<file path="src/rtl/clock_adjust_core_pkg.sv">
// rtl/clock_adjust_core_pkg.sv - shared mode encodings, field widths and idle limit
package clock_adjust_core_pkg;

    typedef enum logic [1:0] {
        MODE_RUN  = 2'd0,
        MODE_SEC  = 2'd1,
        MODE_MIN  = 2'd2,
        MODE_HOUR = 2'd3
    } mode_e;

    // The mode selector compares tg_nn against this same value for its timeout.
    localparam int IDLE_MAX_DEF = 20;

    localparam int SEC_W  = 6;
    localparam int MIN_W  = 6;
    localparam int HOUR_W = 5;
    localparam int TG_W   = 5;

endpackage

</file>
<file path="src/rtl/clock_adjust_core_cnt_modn.sv">
// rtl/clock_adjust_core_cnt_modn.sv - modulo-N up counter with wrap strobe
module cnt_modn #(
    parameter int N = 60,
    parameter int W = 6
) (
    input  logic         ckht,
    input  logic         rst,
    input  logic         inc,
    output logic [W-1:0] q,
    output logic         wrap
);

    logic         w_at_max;
    logic [W-1:0] r_q;

    assign w_at_max = (r_q == W'(N - 1));
    assign wrap     = inc & w_at_max;
    assign q        = r_q;

    always_ff @(posedge ckht) begin
        if (rst) begin
            r_q <= '0;
        end else if (inc) begin
            r_q <= w_at_max ? '0 : r_q + W'(1);
        end
    end

endmodule

</file>
<file path="src/rtl/clock_adjust_core.sv">
// rtl/clock_adjust_core.sv - HH:MM:SS timekeeping with per-field adjust and idle-second counter
module clock_adjust_core
    import clock_adjust_core_pkg::*;
#(
    parameter int IDLE_MAX = IDLE_MAX_DEF,
    parameter int HOURS    = 24
) (
    input  logic              ckht,
    input  logic              rst,
    input  logic              tick_1hz,
    input  logic [1:0]        mode,
    input  logic              ena_up,
    output logic [SEC_W-1:0]  sec,
    output logic [MIN_W-1:0]  min,
    output logic [HOUR_W-1:0] hour,
    output logic [TG_W-1:0]   tg_nn,
    output logic              blink
);

    mode_e            w_mode;
    logic             w_run;
    logic             w_mode_chg;
    logic             w_sec_inc;
    logic             w_min_inc;
    logic             w_hour_inc;
    logic             w_sec_wrap;
    logic             w_min_wrap;
    logic             w_unused_day_wrap;
    logic [1:0]       r_mode_q;
    logic [TG_W-1:0]  r_tg_nn;
    logic             r_blink;

    assign w_mode     = mode_e'(mode);
    assign w_run      = (w_mode == MODE_RUN);
    assign w_mode_chg = (mode != r_mode_q);

    // Run mode chains the carries; adjust modes step only the selected field.
    assign w_sec_inc  = w_run ? tick_1hz   : (ena_up && w_mode == MODE_SEC);
    assign w_min_inc  = w_run ? w_sec_wrap : (ena_up && w_mode == MODE_MIN);
    assign w_hour_inc = w_run ? w_min_wrap : (ena_up && w_mode == MODE_HOUR);

    cnt_modn #(.N(60), .W(SEC_W)) u_sec (
        .ckht (ckht),
        .rst  (rst),
        .inc  (w_sec_inc),
        .q    (sec),
        .wrap (w_sec_wrap)
    );

    cnt_modn #(.N(60), .W(MIN_W)) u_min (
        .ckht (ckht),
        .rst  (rst),
        .inc  (w_min_inc),
        .q    (min),
        .wrap (w_min_wrap)
    );

    cnt_modn #(.N(HOURS), .W(HOUR_W)) u_hour (
        .ckht (ckht),
        .rst  (rst),
        .inc  (w_hour_inc),
        .q    (hour),
        .wrap (w_unused_day_wrap)
    );

    always_ff @(posedge ckht) begin
        if (rst) begin
            r_mode_q <= 2'd0;
            r_tg_nn  <= '0;
            r_blink  <= 1'b1;
        end else begin
            r_mode_q <= mode;
            if (w_run || w_mode_chg || ena_up) begin
                r_tg_nn <= '0;
            end else if (tick_1hz && r_tg_nn != TG_W'(IDLE_MAX)) begin
                r_tg_nn <= r_tg_nn + TG_W'(1);
            end
            // ena_up forces the display on so the freshly stepped value is seen.
            if (w_run || ena_up) begin
                r_blink <= 1'b1;
            end else if (tick_1hz) begin
                r_blink <= ~r_blink;
            end
        end
    end

    assign tg_nn = r_tg_nn;
    assign blink = r_blink;

endmodule

</file>
<file path="config.mk">
export PLATFORM = sky130hd
export DESIGN_NAME = clock_adjust_core
export DESIGN_NICKNAME = d
export VERILOG_FILES = /design/src/rtl/clock_adjust_core_pkg.sv /design/src/rtl/clock_adjust_core_cnt_modn.sv /design/src/rtl/clock_adjust_core.sv
export SDC_FILE = /design/constraint.sdc
export NUM_CORES = 1
export LEC_CHECK = 0
export BUFFER_PORTS_ARGS = -buffer_cell sky130_fd_sc_hd__buf_2
export CAP_MARGIN = 40
export CELL_PAD_IN_SITES_DETAIL_PLACEMENT = 1
export CELL_PAD_IN_SITES_GLOBAL_PLACEMENT = 2
export CORE_MARGIN = 2
export CORE_UTILIZATION = 28
export DETAILED_ROUTE_END_ITERATION = 10
export GPL_TIMING_DRIVEN = 0
export PLACE_DENSITY = 0.81
export SYNTH_ARGS = -nofsm -noshare
export SYNTH_HDL_FRONTEND = slang
export SYNTH_SLANG_ARGS = --single-unit
export TNS_END_PERCENT = 5
</file>
<file path="constraint.sdc">
create_clock -name ckht -period 1.8 [get_ports ckht]
set_clock_uncertainty 0.05 [all_clocks]
set_input_delay 0.36 -clock ckht [delete_from_list [all_inputs] [get_ports ckht]]
set_output_delay 0.36 -clock ckht [all_outputs]
set_load 0.1 [all_outputs]
</file>
* Word-level counts from Yosys, hierarchy flattened *
Index checks and enable logic that the tools add are counted.

cells by class
  mux-type cells = 6
  add/sub/neg operators = 4
  eq/ne operators = 8
  bitwise gates (word level) = 3
  reduce and logical (&&, ||, !) cells = 10

operators by type and width
  cell                 count
  $add 6x1->6 const B  2
  $eq 6x6->1 const B   2
  $mux 6               2
  $add 5x1->5 const B  2
  $eq 5x5->1 const B   1
  $mux 5               1
  $ne 5x5->1 const B   1
  $eq 2x2->1 const B   2
  $logic_and 1x1->1    4
  $reduce_or 2->1      2
  $logic_or 1x1->1     3
  $mux 1               3
  $and 1x1->1          2
  $eq 2x1->1 const B   1
  $logic_not 2->1      1
  $ne 2x2->1           1
  $not 1->1            1

storage, ports and cells
  register bits after elaboration = 25
  logic and storage cells = 37
  input bits = 6
  output and inout bits = 23

* Depth between registers and ports, before layout *
Gate-level depths: netlist of the first run.

  depth after elaboration = 7
  mapped depth = 6
  mapped depth without buffers = 6

* Hierarchy *
Synthesis of the first run repeated with hierarchy kept, for this count alone.

second synthesis, totals
  cell total of the unflattened synthesis = 128
  area, all modules = 1,183.6 sq um

modules (own cells, without submodules)
  module                times used  sequential area each (sq um)  area an instance (sq um)  cells each
  cnt_modn (u_min ...)  2           120.1                         265.3                     29
  clock_adjust_core     1           160.2                         441.7                     49
  cnt_modn (u_hour)     1           100.1                         211.5                     21

* Least setup slack after synthesis of the first run *
No wires, ideal clock.

  kind = register to register
  start point = register u_sec.r_q[0] (netlist: u_sec.q[0])
  end point = register u_hour.r_q[2] (netlist: u_hour.q[2])
  required time = 1.627 ns
  library setup time = 0.123 ns
  data arrival time = 2.241 ns
  cell stages (with the launch flop) = 6
  setup slack = -0.614 ns
  path through = dfxtp_1 -> ha_1 -> nand2b_1 -> or3_4 -> o21ai_1 -> mux2_1

on the way
  word-level cells in the longest chain between the ends = 5

ends and longest elaborated chain
  item                    line                              RTL
  from (decl)             clock_adjust_core_cnt_modn.sv:14  logic [W-1:0] r_q;
  from (signal assigned)  clock_adjust_core_cnt_modn.sv:24  r_q <= w_at_max ? '0 : r_q + W'(1);
  $eq 6x6->1              clock_adjust_core_cnt_modn.sv:16  assign w_at_max = (r_q == W'(N - 1));
  $and 1x1->1             clock_adjust_core_cnt_modn.sv:17  assign wrap = inc & w_at_max;
  $mux 1                  clock_adjust_core.sv:39           assign w_min_inc = w_run ? w_sec_wrap : (ena_up && w_mode == MODE_MIN);
  $and 1x1->1             clock_adjust_core_cnt_modn.sv:17
  $mux 1                  clock_adjust_core.sv:40           assign w_hour_inc = w_run ? w_min_wrap : (ena_up && w_mode == MODE_HOUR);
  to (signal assigned)    clock_adjust_core_cnt_modn.sv:24
  to (decl)               clock_adjust_core_cnt_modn.sv:14

No other way between the ends.
A chain may end at the register's enable or synchronous reset.

* Worst setup path in the final report of the first run *
Same ends and word-level chain as after synthesis.

==> metrics.md, run 1 <==
| Metric | Value |
|---|---|
| Initial antenna violation count | `0` |
| Postcts setup bufs | `0` |
| Fillers | `between 500 and 600` |
| Vias per Instance | `roughly 5.2` |
| Setup violations, final | `0` |
| Worst Path Max Fanout | `4` |
| Reg clk slew, reported paths | `roughly 100 ps` |
| Antenna-violating nets left | `0` |
| Hold WC Path Type | `in -> reg` |
| Cell taking the most area after synthesis | `dfxtp_1` |
| Slew Viols, Final | `0` |
| CTS Hold Buffers Added | `0` |
| Yosys top cell area share | `about 37%` |
| DIE AREA | `5430 sq um` |
| Hpwl dp | `about 2.7 mm` |
| Layout cells sized above 1 | `between 20% and 30%` |
| Critical path class | `reg -> reg` |
| Total Power | `0.00106 W` |
| Fin util | `about a third` |
| Gr ovfl total | `0` |
| Slew headroom | `between 60% and 70%` |
| R2R Path Start | `u_sec.q[0]$_SDFFE_PP0N_` |
| Reg2reg end | `u_hour.q[2]$_SDFFE_PP0P_` |
| Placer Congestion | `0.811` |
| CTS tree | `yes` |
| First drt pass iteration count | `4` |
| Die span in x | `about 74 um` |
| Cell Rows | `25` |
| Ranking of synthesized cells by area | `dfxtp_1 (37%), ha_1 (4.6%), xnor2_1 (4.5%)` |
| Critical Path Sink Type | `flip-flop` |
| Sequential Area | `between 500 and 600 sq um` |
| Tot GR Track Use | `roughly 14%` |
| Power Density | `648 nW/um^2` |
| Synth cell types | `39` |
| CTS max path bufs | `2` |
| Crit start category | `flip-flop` |
| Depth of the CTS H-tree | `1` |
| Commonest non-fill, non-tap cell in the layout | `buf_2` |
| Fin worst setup slack | `between 40 and 50 ps` |
| Mapped Area | `about 1400 sq um` |
| Leakage | `approximately 0.67 nW` |
| F_max | `about 0.57 GHz` |
| Post-Place Setup Slack | `-68.5 ps` |
| Crit share post-route | `a little over nine tenths` |
| RSZ-0062 raised after global routing | `yes` |
| CTS buffer count | `3` |
| Die H | `73.7 um` |
| Sequential-to-total area share from yosys stat | `between 30 and 40%` |
| Origin of the worst setup path | `u_sec.q[0]$_SDFFE_PP0N_` |
| Nets | `~200` |
| Setup slack, reg-to-reg | `approximately 43 ps` |
| Largest net degree at the start of global routing | `15` |
| Hold Path Stages | `2` |
| Core Area | `between 4000 and 5000 sq um` |
| #FFs+latches synth | `25` |
| Inserted Diodes | `0` |
| Synthesized area per cell | `slightly below 9 sq um` |
| Vias in the first global route | `about 1300` |
| Drt drc | `0` |
| Syn nets | `roughly 170` |
| Crit path required time | `about 1900 ps` |
| Hold Path End | `blink$_SDFFE_PP1P_` |
| Hold path start | `rst` |
| Max-cap violations | `0` |
| Most frequent cells in the layout | `buf_2 (27), nor2_1 (12), nand2_1 (11)` |
| Io pins | `29` |
| Cts repair resizes | `0` |
| Clk root buf | `clkbuf_8` |
| Initial DRC Count | `13` |
| Global-route wire length before repair | `5.85 mm` |
| Via count | `between 1000 and 1500` |
| Clock sink count | `25` |
| Total Routed Length | `about 3.6 mm` |
| Synthesis-to-layout area growth | `20.7%` |
| Cells after Synth | `154` |
| Multi-input gate area | `just over 800 sq um` |
| VDD IR max | `0.235 mV` |
| Number of I/O port buffers | `26` |
| Crit path DAT | `roughly 1900 ps` |
| Worst Tran Pin Value | `501 ps` |
| Synth Warn # | `0` |
| Starting density of the core | `just under 30%` |
| Worst-Skew Late Latency | `between 200 and 300 ps` |
| Final Hold Violating Endpoints | `0` |
| Tmin final | `between 1500 and 2000 ps` |
| Wirelength per Cell | `~15 um` |
| Outcome | `complete, no violations` |
| Reg2Reg Depth | `5` |
worst max-delay path by stage:
stage,end
finish,u_hour.q[2]$_SDFFE_PP0P_
global route,u_hour.q[2]$_SDFFE_PP0P_
CTS,u_min.q[2]$_SDFFE_PP0P_
detailed placement,u_hour.q[2]$_SDFFE_PP0P_
global placement,u_hour.q[2]$_SDFFE_PP0P_
floorplan,u_hour.q[2]$_SDFFE_PP0P_
critical path: stages, from the launching register on:
cell	delay (ps)
dfxtp_4	370
ha_1	160
nand2b_1	140
or3_4	420
o21ai_1	180
mux2_1	330
flip-flops by register name, indices dropped and copies added, names as in the netlist:
signal and flops:
blink 1, r_mode_q 2, tg_nn 5, u_hour.q 5, u_min.q 6, u_sec.q 6
cell type report:
type | instances | area share [%]
Multi-Input combinational cell | 120 | 49.7
Sequential cell | 25 | 32.8
Timing Repair Buffer | 26 | 7.93
Tap cell | 54 | 4.12
Clock buffer | 3 | 2.52
Buffer | 5 | 1.68
Inverter | 4 | 0.915
Clock inverter | 1 | 0.305
logic make-up (layout without fill, tap and decap cells):
group                      after synthesis  count (layout)  share of synthesized area, %
DFF                                     25              25                          36.8
xor gates and xnor gates                11              11                          7.09
and+or+nand+nor                         75              75                          31.7
AOI/OAI and AO/OA                       23              23                          11.2
buffers and inverters                    9              39                          3.13
muxes                                    6               6                          5.43
adders and majority gates                5               5                          4.60
per-layer routing:
| layer | vias to the layer above | wire length [um] | track usage (%) |
|---|---|---|---|
| li1 | 614 | - | - |
| met1 | 600 | 1590 | 15.7 |
| met2 | 26 | 1770 | 25.0 |
| met3 | 6 | 132 | 2.88 |
| met4 | 0 | 78 | 6.46 |
| met5 | - | 0 | 0 |
synthesized netlist by cell type:
cell,n
xnor2_1,7
clkbuf_1,3
or3_4,1
o21ai_1,3
nor4bb_1,1
nor3b_1,1
mux2_1,1
buf_6,1
nor4_1,2
a31oi_1,2
or3b_2,1
and2_1,2
o211ai_1,1
a21oi_1,9
nor2_1,12
or4_1,2
mux2i_1,4
nand4b_1,2
inv_1,4
mux2i_4,1
and3_1,5
o211a_1,1
nand3_1,6
and3b_1,1
nor2b_1,4
nor3_1,8
a41oi_4,1
xor2_1,4
nand2b_1,6
and4b_1,1
nand4_1,5
ha_1,5
a41o_1,1
nand2_1,11
buf_2,1
dfxtp_1,25
or3_1,3
o21ai_0,5
nor3_4,1
where the power goes:
| group | switching, W | internal (W) | leakage, nW |
|---|---|---|---|
| logic | 0.000109 | 0.0000376 | 0.434 |
| registers | 0.00000940 | 0.000556 | 0.212 |
| clock network | 0.000195 | 0.000155 | 0.0255 |
through the flow:
step	instances	hold WS, ps	cell area [sq um]	setup TNS [ps]
finish	238	322	1640	0
floorplan	154	415	1400	-139
global placement	234	420	1590	-49.8
global route	238	337	1640	-78.5
CTS	238	323	1640	0
detailed placement	234	435	1590	-68.5
Note: power is estimated with default switching activity, not from simulation.
==> inputs of run 2 (changes only) <==
- CORE_UTILIZATION: 28 -> 30
- CTS_BUF_LIST: default -> sky130_fd_sc_hd__clkbuf_4
- PLACE_DENSITY: 0.81 -> 0.85
- SLEW_MARGIN: default -> 20
==> run 2 against run 1 <==
The run now ends with negative setup slack left; critical endpoint unchanged; worst hold slack lost 43 ps; via count shrank 1.4%; total power shrank 7.7%.
==> metrics.md, run 2 (synthesis gave the netlist of run 1 again) <==
| Metric | Value |
|---|---|
| Fillers | `524 (-8.1%)` |
| Worst Path Max Fanout | `4 (unchanged)` |
| Drt drc | `0 (unchanged)` |
| Fin worst setup slack | `-0.865 ps (-43.9 ps)` |
| Vias in the first global route | `1260 (-2.1%)` |
| Critical path class | `reg -> reg` |
| Number of I/O port buffers | `26 (unchanged)` |
| Layout cells sized above 1 | `29.3% (+0.54 points)` |
| Clock sink count | `25 (unchanged)` |
| Busiest grt layer | `met2` |
| Slew headroom | `66.8% (about the same)` |
| Global-route met3 utilization | `1.83% (-1.1 points)` |
| Initial DRC Count | `16 (+3)` |
| Hpwl dp | `2.69 mm (-1.6%)` |
| CTS tree | `yes` |
| Met2 Usage GRT | `26.7% (+1.7 points)` |
| Wirelength per Cell | `14.5 um (-3.1%)` |
| CP Cell Sequence | `ha_1 > nand2b_1 > or3_4 > o21ai_1 > mux2_1` |
| Power Density | `604 nW/um^2 (-6.7%)` |
| CTS max path bufs | `2 (unchanged)` |
| Crit start category | `flip-flop` |
| Io pins | `29 (unchanged)` |
| Starting density of the core | `31.2% (+2.2 points)` |
| Reg clk slew, reported paths | `130 ps (+30 ps)` |
| Crit path DAT | `1970 ps (+90 ps)` |
| Via count | `1228 (-1.4%)` |
| Postcts setup bufs | `0 (unchanged)` |
| Critical Path Sink Type | `flip-flop` |
| Worst Tran Pin Value | `498 ps (-3.01 ps)` |
| Total Routed Length | `3.43 mm (-3.9%)` |
| RSZ-0062 raised after global routing | `yes` |
| First drt pass iteration count | `4 (unchanged)` |
| Crit path required time | `1970 ps (+50 ps)` |
| Final Non-Filler Cells | `236 (-0.84%)` |
| DIE AREA | `5080 sq um (-6.3%)` |
| Largest stage delay, worst path | `420 ps (about the same)` |
| Tmin final | `1800 ps (+43.9 ps)` |
| Gr ovfl total | `0 (unchanged)` |
| Total Power | `0.000981 W (-7.7%)` |
| Worst-Skew Late Latency | `320 ps (+50 ps)` |
| Crit share post-route | `100% (+2.4 points)` |
| CTS buffer count | `3 (unchanged)` |
| Antenna-violating nets left | `0 (unchanged)` |
| Grt met1 use | `17.0% (+1.3 points)` |
| Nets | `196 (unchanged)` |
| Max-cap violations | `0 (unchanged)` |
| Inserted Diodes | `0 (unchanged)` |
| Failing checks | `negative setup slack` |
| VDD IR max | `0.228 mV (-3.2%)` |
| Global-route wire length before repair | `5.91 mm (+1.1%)` |
| R2R Path Start | `u_sec.q[0]$_SDFFE_PP0N_` |
| Largest net degree at the start of global routing | `14 (-1)` |
| Hold path start | `rst` |
| Vias per Instance | `5.20 (-0.61%)` |
| Setup slack, reg-to-reg | `-0.9 ps (-40 ps)` |
| Depth of the CTS H-tree | `1 (unchanged)` |
| Placed Cells | `232 (-0.85%)` |
| F_max | `0.555 GHz (-2.4%)` |
| Reg2Reg Depth | `5 (unchanged)` |
| Hold WC Path Type | `in -> reg` |
| Slew Viols, Final | `0 (unchanged)` |
| Hold Path Stages | `2 (unchanged)` |
| Reg2reg end | `u_hour.q[2]$_SDFFE_PP0P_` |
| Leakage | `0.664 nW (-1.1%)` |
| Buffer and inverter count on the worst path | `0 (unchanged)` |
| Cell Rows | `24 (-4.0%)` |
| Core Area | `4350 sq um (-7.2%)` |
| Outcome | `finished with violations` |
| Final Hold Violating Endpoints | `0 (unchanged)` |
| Commonest non-fill, non-tap cell in the layout | `buf_2` |
| Hold Path End | `blink$_SDFFE_PP1P_` |
| Slowest-stage cell, CP | `or3_4` |
| Die H | `71.3 um (-3.2%)` |
| Setup violations, final | `1 (+1)` |
| Die span in x | `71.3 um (-3.2%)` |
| Most frequent cells in the layout | `buf_2 (27), nor2_1 (12), nand2_1 (11)` |
| Synthesis-to-layout area growth | `19.5%` |
| Initial antenna violation count | `0 (unchanged)` |
| Clk root buf | `clkbuf_4` |
| Tot GR Track Use | `14.3% (+0.29 points)` |
| Placer Congestion | `0.813 (+0.26%)` |
| Largest delay share family, worst path | `simple AND/OR/NAND/NOR gates` |
==> run 2: cell count changes in the layout (fill, tap and decap cells not counted), sizes merged <==
cell,previous run,this run
clkbuf,6,7
clkinv,1,0
==> run 2: worst max-delay path by stage <==
stage,startpoint,cells past startpoint,endpoint
after floorplan,u_sec.q[0]$_SDFFE_PP0N_,5,u_hour.q[2]$_SDFFE_PP0P_
after global placement,tick_1hz,5,u_hour.q[2]$_SDFFE_PP0P_
after detailed placement,tick_1hz,5,u_hour.q[2]$_SDFFE_PP0P_
after CTS,u_sec.q[0]$_SDFFE_PP0N_,5,u_hour.q[2]$_SDFFE_PP0P_
after global routing,u_sec.q[0]$_SDFFE_PP0N_,5,u_hour.q[2]$_SDFFE_PP0P_
final,u_sec.q[0]$_SDFFE_PP0N_,5,u_hour.q[2]$_SDFFE_PP0P_
==> run 2: power breakdown <==
part	switching, W	internal [W]	total (W)
sequential	0.00000909	0.000556	0.000565
combinational	0.000109	0.0000375	0.000146
clock	0.000167	0.000102	0.000269
total	0.000285	0.000696	0.000981
==> run 2: routing by layer <==
layer,up-vias,part of all wire (%)
met5,-,0
met4,0,1.0
met3,4,3.2
met2,18,52
met1,594,44
li1,612,-
==> run 2: repair_timing <==
action / in CTS / in global routing
gates resized for setup: 1 / 0
endpoints found under the setup margin: 2 / 2
hold buffers: 0 / 0
pin swaps: 0 / 0
==> run 2: cell type report <==
type                       count  area, sq um  share of cell area, %
timing repair buffer          26          130                   8.01
tap                           52         65.1                   4.01
inverter                       4         15.0                  0.924
buffer                         5         27.5                   1.69
clock buffer                   4         30.0                   1.85
multi-input combinational    120          818                   50.4
sequential                    25          538                   33.1
==> run 2: through the flow <==
stage	TNS [ps]	hold WS, ps	setup slack [ps]	area, sq um	util, %
after floorplan	-139	415	-81.9	1400	-
after global placement	-31.7	418	-31.7	1590	36.6
after detailed placement	-52.2	433	-52.2	1590	36.6
after CTS	-0.784	272	-0.784	1620	37.3
after global routing	-99.3	282	-59.0	1620	37.3
final	-0.865	279	-0.865	1620	37.3
==> inputs of run 3 (changes only) <==
- ABC_AREA: default -> 1
- CORE_UTILIZATION: 30 -> 28
- CTS_CLUSTER_SIZE: default -> 16
- PLACE_DENSITY: 0.85 -> 0.84
==> run 3 against run 2 <==
The flow now finishes without violations; largest power group unchanged; clock power is essentially flat; via count shrank 0.33%; worst hold slack lost 8.6 ps; sequential share of layout area shrank 0.13 points; critical endpoint is now min[2]; critical path depth shrank 4; first-iteration DRC count grew 110%; largest cell class unchanged; setup slack gained 99 ps; routed wire length shrank 12%.
==> metrics.md, run 3 <==
| Metric | Value |
|---|---|
| Mapped Area | `1330 sq um (-2.2%)` |
| Wirelength per Cell | `11.7 um (-19%)` |
| Primary FF master, synth | `dfxtp_1` |
| Synthesis-to-layout area growth | `20.4%` |
| Crit share post-route | `94.5% (-5.5 points)` |
| Buffer and inverter count on the worst path | `1 (+1)` |
| Clk root buf | `clkbuf_4` |
| Worst Tran Pin Value | `487 ps (-10.6 ps)` |
| Fillers | `586 (+12%)` |
| Die span in x | `72.9 um (+2.2%)` |
| Number of I/O port buffers | `27 (+3.8%)` |
| Most frequent cells in the layout | `nand2_1 (26), buf_2 (26), nor2_1 (22), inv_1 (19), dfxtp_2 (16)` |
| Sequential-to-total area share from yosys stat | `37.7% (+0.83 points)` |
| Die H | `72.9 um (+2.2%)` |
| Tmin final | `1700 ps (-99.1 ps)` |
| Worst-Skew Late Latency | `330 ps (about the same)` |
| Leakage | `0.661 nW (-0.57%)` |
| Multi-input gate area | `754 sq um (-7.8%)` |
| CP Cell Sequence | `buf_2` |
| Drt drc | `0 (unchanged)` |
| Setup TNS | `0 ps (+0.865 ps)` |
| Critical path class | `reg -> out` |
| Hold WC Path Type | `in -> reg` |
| Nets | `215 (+9.7%)` |
| Yosys top cell area share | `37.7% (+0.83 points)` |
| CTS tree | `yes` |
| Largest net degree at the start of global routing | `15 (+1)` |
| RSZ-0062 raised after global routing | `no` |
| Vias in the first global route | `1213 (-3.7%)` |
| Cell Rows | `25 (+4.2%)` |
| Slew Viols, Final | `0 (unchanged)` |
| Crit path required time | `1390 ps (-580 ps)` |
| Power Density | `634 nW/um^2 (+5.0%)` |
| Io pins | `29 (unchanged)` |
| Final instance area | `1600 sq um (-1.5%)` |
| Cell taking the most area after synthesis | `dfxtp_1` |
| Reg clk slew, reported paths | `150 ps (+20 ps)` |
| Worst Path Max Fanout | `6 (+2)` |
| Placed Area | `1560 sq um (-2.0%)` |
| Layout cells sized above 1 | `35.0% (+5.6 points)` |
| DIE AREA | `5310 sq um (+4.5%)` |
| Crit start category | `flip-flop` |
| Global-route wire length before repair | `5.31 mm (-10%)` |
| Inserted Diodes | `0 (unchanged)` |
| Top sig layer | `met4` |
| Starting density of the core | `28.5% (-2.7 points)` |
| Tot GR Track Use | `12.6% (-1.6 points)` |
| Sequential Area | `528 sq um (-1.9%)` |
| Largest delay share family, worst path | `flip-flops` |
| Cells after Synth | `172 (+12%)` |
| Synth cell types | `31 (-21%)` |
| CTS buffer count | `3 (unchanged)` |
| Ys async rst share | `0% (unchanged)` |
| Depth of the CTS H-tree | `1 (unchanged)` |
| Top cells by count, synth | `nand2_1 (26), dfxtp_1 (25), nor2_1 (23)` |
| Initial DRC Count | `34 (+18)` |
| Initial antenna violation count | `0 (unchanged)` |
| Syn nets | `183 (+11%)` |
| CTS max path bufs | `2 (unchanged)` |
| Hpwl dp | `2.36 mm (-12%)` |
| Vias per Instance | `4.76 (-8.5%)` |
| Total Routed Length | `3.01 mm (-12%)` |
| Top-count cell post-synth | `nand2_1` |
| Synth Warn # | `0 (unchanged)` |
| Gr ovfl total | `0 (unchanged)` |
| #FFs+latches synth | `25 (unchanged)` |
| Max-cap violations | `0 (unchanged)` |
| Crit path DAT | `1290 ps (-680 ps)` |
| Core Area | `4660 sq um (+7.0%)` |
| VDD IR max | `0.242 mV (+6.1%)` |
| Antenna-violating nets left | `0 (unchanged)` |
| Largest stage delay, worst path | `490 ps (+70 ps)` |
| Met2 Routed Length | `1.41 mm (-21%)` |
| EDFF count, synth | `0 (unchanged)` |
| Setup violations, final | `0 (-1)` |
| Outcome | `complete, no violations` |
| Placer Congestion | `0.702 (-14%)` |
| Ranking of synthesized cells by area | `dfxtp_1 (38%), nand2_1 (7.3%), nor2_1 (6.5%)` |
| WL met1 | `1.43 mm (-5.1%)` |
| WL met3 | `117 um (+6.4%)` |
| Synthesized area per cell | `7.73 sq um (-12%)` |
| Slowest-stage cell, CP | `dfxtp_1` |
| Clock sink count | `25 (unchanged)` |
| F_max | `0.588 GHz (+5.8%)` |
| Critical Path Sink Type | `output port` |
| Slew headroom | `67.5% (+0.71 points)` |
| First drt pass iteration count | `4 (unchanged)` |
| Final Hold Violating Endpoints | `0 (unchanged)` |
| Via count | `1224 (-0.33%)` |
## run 3: cell count changes after synthesis, sizes merged, moves of 6 or more
cell    change
nand2b      -6
nand3       +9
inv        +17
nor3b       +6
nor2       +12
nand2      +20
## run 3: power breakdown
group	internal, W	switching (W)	total, W
combinational	0.0000352	0.000131	0.000166
clock	0.0000835	0.000187	0.000271
sequential	0.000566	0.0000118	0.000578
total	0.000685	0.000330	0.00102
## run 3: cell type report
cell class                 count  share of cell area, %
multi-input combinational    125                   47.1
sequential                    25                   33.0
timing repair buffer          27                   8.60
inverter                      21                   5.08
tap                           54                   4.22
clock buffer                   3                   1.41
clock inverter                 1                  0.313
buffer                         1                  0.235
## run 3: cells by family (layout without fill, tap and decap cells)
| logic type | after synthesis | count (layout) | share of synthesized area [%] |
|---|---|---|---|
| AO/OA/AOI/OAI | 23 | 23 | 10.3 |
| XOR/XNOR | 4 | 4 | 2.64 |
| adder cells (fa/ha/maj) | 5 | 5 | 4.71 |
| buffers and inverters | 22 | 53 | 6.40 |
| flip-flops | 25 | 25 | 37.7 |
| AND/OR/NAND/NOR | 93 | 93 | 38.3 |
## run 3: metal layers
metal / vias up / global-route usage (%)
li1: 628 / -
met1: 567 / 16.3
met2: 25 / 20.7
met3: 4 / 2.07
met4: 0 / 5.56
met5: - / 0
## run 3: final timing paths
| kind | startpoint | endpoint | slack [ps] | cells past startpoint |
|---|---|---|---|---|
| worst max-delay path | u_min.q[2]$_SDFFE_PP0P_ | min[2] | 100 | 1 |
| worst min-delay path | ena_up | blink$_SDFFE_PP1P_ | 270 | 3 |
| worst max register to register | u_sec.q[0]$_SDFFE_PP0N_ | u_hour.q[0]$_SDFFE_PP0P_ | 170 | 10 |
| worst min register to register | tg_nn[0]$_SDFFE_PP0P_ | tg_nn[0]$_SDFFE_PP0P_ | 450 | 2 |
## run 3: per-stage QoR
| stage | utilization, % | cells | hold slack [ps] | worst slack (ps) | power, W |
|---|---|---|---|---|---|
| global placement | 33.4 | 253 | 426 | 82.1 | 0.000757 |
| global route | 34.3 | 257 | 281 | 27.4 | 0.00107 |
| finish | 34.3 | 257 | 270 | 98.2 | 0.00102 |
| detailed placement | 33.4 | 253 | 438 | 44.1 | 0.000758 |
| CTS | 34.0 | 257 | 245 | 12.7 | 0.00103 |
| floorplan | - | 172 | 438 | -112 | 0.000721 |
## run 3: what timing repair did
item	in CTS	in global routing
buffers inserted	0	0
setup endpoints to repair	0	9
hold buffers	0	0
gates resized for setup	0	5
